--- src/rtl/pipe_pkg.sv ---
// Shared types for the pipeline hazard controller: forward-select encodings
// and memory-wait tracking states.
package pipe_pkg;

    typedef enum logic [1:0] {
        FWD_RF = 2'b00,
        FWD_M  = 2'b01,
        FWD_W  = 2'b10
    } fwd_sel_t;

    typedef enum logic {
        HZ_RUN  = 1'b0,
        HZ_WAIT = 1'b1
    } hz_state_t;

    localparam int REG_W = 5;

endpackage

--- src/rtl/pipe_fwd_unit.sv ---
// Operand forward select for one E-stage source register.
// The younger result in M takes precedence over W; x0 is never forwarded.
module pipe_fwd_unit
    import pipe_pkg::*;
(
    input  logic [REG_W-1:0] rs,
    input  logic [REG_W-1:0] rd_M,
    input  logic             reg_wr_M,
    input  logic [REG_W-1:0] rd_W,
    input  logic             reg_wr_W,
    output logic [1:0]       fwd_sel
);

    fwd_sel_t sel;

    always_comb begin
        sel = FWD_RF;
        if (reg_wr_M && (rd_M != '0) && (rd_M == rs)) begin
            sel = FWD_M;
        end else if (reg_wr_W && (rd_W != '0) && (rd_W == rs)) begin
            sel = FWD_W;
        end
    end

    assign fwd_sel = sel;

endmodule

--- src/rtl/pipe_hazard_ctrl.sv ---
// Hazard and forwarding controller: stall/flush generation with
// MEMWAIT > BRANCH > LOADUSE priority, dmem wait tracking and perf counters.
module pipe_hazard_ctrl
    import pipe_pkg::*;
#(
    parameter int MAX_WAIT = 16,
    parameter int CNT_W    = 32
) (
    input  logic             clk,
    input  logic             reset_n,
    input  logic [4:0]       rs1_D,
    input  logic [4:0]       rs2_D,
    input  logic             use_rs1_D,
    input  logic             use_rs2_D,
    input  logic [4:0]       rs1_E,
    input  logic [4:0]       rs2_E,
    input  logic [4:0]       rd_E,
    input  logic [4:0]       rd_M,
    input  logic [4:0]       rd_W,
    input  logic             reg_wr_E,
    input  logic             reg_wr_M,
    input  logic             reg_wr_W,
    input  logic             mem_rd_E,
    input  logic             br_taken_E,
    input  logic             dmem_req_M,
    input  logic             dmem_ready,
    output logic             stall_pc,
    output logic             stall_fetch,
    output logic             stall_decode,
    output logic             stall_execute,
    output logic             flush_fetch,
    output logic             flush_decode,
    output logic             flush_memory,
    output logic [1:0]       fwd_a_E,
    output logic [1:0]       fwd_b_E,
    output logic             mem_timeout,
    output logic [CNT_W-1:0] stall_cycles,
    output logic [CNT_W-1:0] flush_events
);

    localparam int WAIT_W = $clog2(MAX_WAIT + 1);

    hz_state_t         state;
    hz_state_t         state_next;
    logic [WAIT_W-1:0] wait_cnt;
    logic              mem_wait;
    logic              load_use;
    logic [1:0]        fwd_a_raw;
    logic [1:0]        fwd_b_raw;

    assign mem_wait = dmem_req_M && !dmem_ready;
    assign load_use = mem_rd_E && reg_wr_E && (rd_E != '0) &&
                      ((use_rs1_D && (rs1_D == rd_E)) ||
                       (use_rs2_D && (rs2_D == rd_E)));

    pipe_fwd_unit u_fwd_a (
        .rs       (rs1_E),
        .rd_M     (rd_M),
        .reg_wr_M (reg_wr_M),
        .rd_W     (rd_W),
        .reg_wr_W (reg_wr_W),
        .fwd_sel  (fwd_a_raw)
    );

    pipe_fwd_unit u_fwd_b (
        .rs       (rs2_E),
        .rd_M     (rd_M),
        .reg_wr_M (reg_wr_M),
        .rd_W     (rd_W),
        .reg_wr_W (reg_wr_W),
        .fwd_sel  (fwd_b_raw)
    );

    // A taken branch during a wait is held in E and only flushes once the wait ends.
    always_comb begin
        stall_pc      = 1'b0;
        stall_fetch   = 1'b0;
        stall_decode  = 1'b0;
        stall_execute = 1'b0;
        flush_fetch   = 1'b0;
        flush_decode  = 1'b0;
        flush_memory  = 1'b0;
        fwd_a_E       = FWD_RF;
        fwd_b_E       = FWD_RF;
        if (reset_n) begin
            fwd_a_E = fwd_a_raw;
            fwd_b_E = fwd_b_raw;
            if (mem_wait) begin
                stall_pc      = 1'b1;
                stall_fetch   = 1'b1;
                stall_decode  = 1'b1;
                stall_execute = 1'b1;
                flush_memory  = 1'b1;
            end else if (br_taken_E) begin
                flush_fetch  = 1'b1;
                flush_decode = 1'b1;
            end else if (load_use) begin
                stall_pc     = 1'b1;
                stall_fetch  = 1'b1;
                flush_decode = 1'b1;
            end
        end
    end

    always_comb begin
        state_next = state;
        case (state)
            HZ_RUN:  if (mem_wait)  state_next = HZ_WAIT;
            HZ_WAIT: if (!mem_wait) state_next = HZ_RUN;
            default: state_next = HZ_RUN;
        endcase
    end

    // The timeout flag is sticky; the FSM keeps waiting rather than aborting the access.
    always_ff @(posedge clk or negedge reset_n) begin
        if (!reset_n) begin
            state       <= HZ_RUN;
            wait_cnt    <= '0;
            mem_timeout <= 1'b0;
        end else begin
            state <= state_next;
            if (mem_wait) begin
                if (wait_cnt != WAIT_W'(MAX_WAIT)) begin
                    wait_cnt <= wait_cnt + WAIT_W'(1);
                end
                if (wait_cnt >= WAIT_W'(MAX_WAIT - 1)) begin
                    mem_timeout <= 1'b1;
                end
            end else begin
                wait_cnt <= '0;
            end
        end
    end

    always_ff @(posedge clk or negedge reset_n) begin
        if (!reset_n) begin
            stall_cycles <= '0;
            flush_events <= '0;
        end else begin
            if (stall_pc && (stall_cycles != '1)) begin
                stall_cycles <= stall_cycles + CNT_W'(1);
            end
            if (flush_fetch && (flush_events != '1)) begin
                flush_events <= flush_events + CNT_W'(1);
            end
        end
    end

endmodule
--- config.mk ---
export PLATFORM = sky130hd
export DESIGN_NAME = pipe_hazard_ctrl
export DESIGN_NICKNAME = d
export VERILOG_FILES = /design/src/rtl/pipe_pkg.sv /design/src/rtl/pipe_fwd_unit.sv /design/src/rtl/pipe_hazard_ctrl.sv
export SDC_FILE = /design/constraint.sdc
export NUM_CORES = 1
export LEC_CHECK = 0
export BUFFER_PORTS_ARGS = -buffer_cell sky130_fd_sc_hd__buf_2
export CORE_AREA = 5 5 98 100
export DETAILED_ROUTE_END_ITERATION = 8
export DIE_AREA = 0 0 103 105
export GPL_TIMING_DRIVEN = 0
export HOLD_SLACK_MARGIN = 0.03
export PLACE_DENSITY = 0.72
export SYNTH_ARGS = -nofsm -noshare
export SYNTH_HDL_FRONTEND = slang
export SYNTH_SLANG_ARGS = --single-unit
--- constraint.sdc ---
create_clock -name clk -period 2.55 [get_ports clk]
set_clock_uncertainty 0.15 [all_clocks]
set_input_delay 0.1275 -clock clk [delete_from_list [all_inputs] [get_ports clk]]
set_output_delay 0.1275 -clock clk [all_outputs]
set_load 0.005 [all_outputs]
==> impl_metrics.env <==
export IMPL_r2r_start="flush_events[0]$_DFFE_PN0P_"
export IMPL_async_flop_share_pct=100
export IMPL_drtIter0Drc=99
export IMPL_first_global_vias=3311
export IMPL_layout_drive_gt1_share_pct=31.3
export IMPL_core_area_sq_um=8590
export IMPL_worstRegToRegCells=7
export IMPL_clock_latency_ps=340
export IMPL_synth_edf_count=0
export IMPL_rsz0062_at_grt="false"
export IMPL_fin_util_pct=57.2
export IMPL_grt_first_pass_wirelength_microns=15400
export IMPL_synthTopCellsByArea="dfrtp_1, xor2_1, xnor2_1"
export IMPL_num_fill_cells=781
export IMPL_gr_total_overflow=0
export IMPL_gp_congestion=0.831
export IMPL_clock_sinks=70
export IMPL_reg2reg_to="flush_events[30]$_DFFE_PN0P_"
export IMPL_grt_usage_pct=17.6
export IMPL_synth_top_area_share_pct=46.5
export IMPL_start_util_pct=43.8
export IMPL_wire_per_inst_microns=14.7
export IMPL_area_growth_pct=30.5
export IMPL_synthCells=372
export IMPL_die_h_microns=105
export IMPL_io_pin_count=122
export IMPL_synth_common_cells="dfrtp_1, xor2_1, xnor2_1, nand2_1, nand3_1"
export IMPL_p_leak_nw=2.55
export IMPL_cts_root_buf="clkbuf_8"
export IMPL_min_to="wait_cnt[3]$_DFFE_PN0P_"
export IMPL_numCtsBuffers=9
export IMPL_drc=0
export IMPL_yosys_warnings=0
export IMPL_crit_required_ps=2270
export IMPL_relSlewSlack_pct=40.5
export IMPL_crit_type="in -> out"
export IMPL_period_needed_ps=2450
export IMPL_htreeDepth=3
export IMPL_crit_arrival_ps=2170
export IMPL_synth_ff_type="dfrtp_1"
export IMPL_worstHoldPathCells=4
export IMPL_antenna_left=0
export IMPL_wl_microns=9210
export IMPL_tightest_slew_ps=880
export IMPL_clk_pin_slew_ps=80
export IMPL_dp_slack_ps=22.9
export IMPL_clock_path_buffers=2
export IMPL_max_freq_mhz=409
export IMPL_hp_class="in -> reg"
export IMPL_synth_top_cell_by_area="dfrtp_1"
export IMPL_status="finished, final reports clean"
export IMPL_grt_max_degree=37
export IMPL_critPathMaxFanout=6
export IMPL_synthDistinctLibCells=39
export IMPL_drt_pass1_iterations=4
export IMPL_die_area_sq_um=10800
export IMPL_viasPerCell=5.17
export IMPL_finalSetupViolations=0
export IMPL_diodes=0
export IMPL_synth_area_sq_um=3770
export IMPL_drv_cap=0
export IMPL_antenna_found_initial=0
export IMPL_vias=3234
export IMPL_p_per_area_nw_per_um2=549
export IMPL_die_w_microns=103
export IMPL_dp_hpwl_microns=6850
export IMPL_nets=564
export IMPL_rows=34
export IMPL_setup_ws_ps=105
export IMPL_hold_viol=0
export IMPL_yosysSeqAreaShare_pct=46.5
export IMPL_min_period_over_period_pct=95.9
export IMPL_port_buffer_count=121
export IMPL_end_kind="primary output"
export IMPL_vdd_drop_max_mv=0.392
export IMPL_synth_nets=423
export IMPL_synth_most_common_cell="dfrtp_1"
export IMPL_r2r_slack_ps=310
export IMPL_hold_start="dmem_req_M"
export IMPL_postSynthAreaPerCell_sq_um=10.1
export IMPL_slew_violations=0
export IMPL_ys_ff_latch=70
export IMPL_worst_setup_path_start_kind="input port"
export IMPL_tritoncts="done"
routing by layer:
layer	track usage (%)	wire length, microns	vias up
li1	-	-	1573
met1	21.0	3850	1548
met2	29.6	4540	101
met3	5.53	649	12
met4	6.29	176	0
met5	0	0	-
metrics by stage:
step                      cells  instance area [sq um]  power, mW  TNS, ps  hold slack (ps)
after floorplan             372                   3770       1.43        0             -318
after global placement      601                   4510       1.62   -30700              315
after detailed placement    602                   4530       1.64        0            -20.8
after CTS                   626                   4910       2.74        0             52.3
after global routing        626                   4910       2.85        0             69.1
final                       626                   4910       2.70        0             71.8
area by class of cell:
class / instances / area [sq um] / share of cell area, %
Multi-Input combinational cell: 278 / 1890 / 38.5
Clock buffer: 10 / 128 / 2.60
Tap cell: 108 / 135 / 2.75
Buffer: 11 / 80.1 / 1.63
Inverter: 13 / 48.8 / 0.993
Sequential cell: 70 / 1750 / 35.6
Timing Repair Buffer: 130 / 768 / 15.6
Clock inverter: 6 / 109 / 2.21
registers in the layout, summed over array words and instances, names as in the netlist:
register,count
flush_events,32
mem_timeout,1
stall_cycles,32
wait_cnt,5
cells in the final DEF (no fill, tap or decap), drive strengths merged, types with 2 or more instances in the layout:
cell         count
and2             4
a21oi            4
dlygate4sd3      2
or4              4
and3            10
nand2           32
xnor2           46
nor3            22
dfrtp           70
mux2             2
ha               5
bufinv           3
clkinv           2
nor4b            2
o21a             3
inv             14
clkbuf          11
nand4           16
buf            138
nand3           29
nor2            18
o211ai           2
xor2            48
or2              2
nor4             9
and4             9
repair_timing:
action / 4_1_cts / 5_1_grt
setup endpoints to repair: 0 / 7
hold buffers: 8 / 0
resized for setup: 0 / 2
setup buffers: 0 / 0
endpoints found under the hold margin: 70 / 0
worst max-delay path by stage:
stage / slack [ps] / start / depth (start not counted) / to
after CTS: 40 / reset_n / 12 / stall_pc
after detailed placement: 20 / reset_n / 10 / stall_cycles[20]$_DFFE_PN0P_
after floorplan: 580 / flush_events[2]$_DFFE_PN0P_ / 7 / flush_events[30]$_DFFE_PN0P_
after global placement: -690 / reset_n / 7 / flush_events[23]$_DFFE_PN0P_
after global routing: 8 / reset_n / 10 / fwd_a_E[1]
final: 100 / reset_n / 10 / fwd_a_E[1]
report_power, final:
part / internal [mW] / switching, mW
logic: 0.193 / 0.174
clock network: 0.650 / 0.413
registers: 1.17 / 0.0941
total: 2.02 / 0.680
worst max-delay path: stages:
cell           delay [ps]
dlygate4sd3_1         530
buf_4                 140
buf_12                100
buf_12                 80
buf_12                 90
buf_12                120
o211ai_1              100
or4_1                 530
nor4_1                180
buf_2                 160
cells by family (layout without fill, tap and decap cells):
group / count (synthesis) / count (layout) / synth area share (%)
xor gates and xnor gates: 94 / 94 / 21.9
muxes: 3 / 3 / 0.864
AOI/OAI and AO/OA: 15 / 15 / 2.86
DFF: 70 / 70 / 46.5
adders and majority gates: 5 / 5 / 1.66
and+or+nand+nor: 161 / 161 / 22.8
buffers and inverters: 24 / 170 / 3.42
Note: power is estimated with default switching activity, not from simulation.
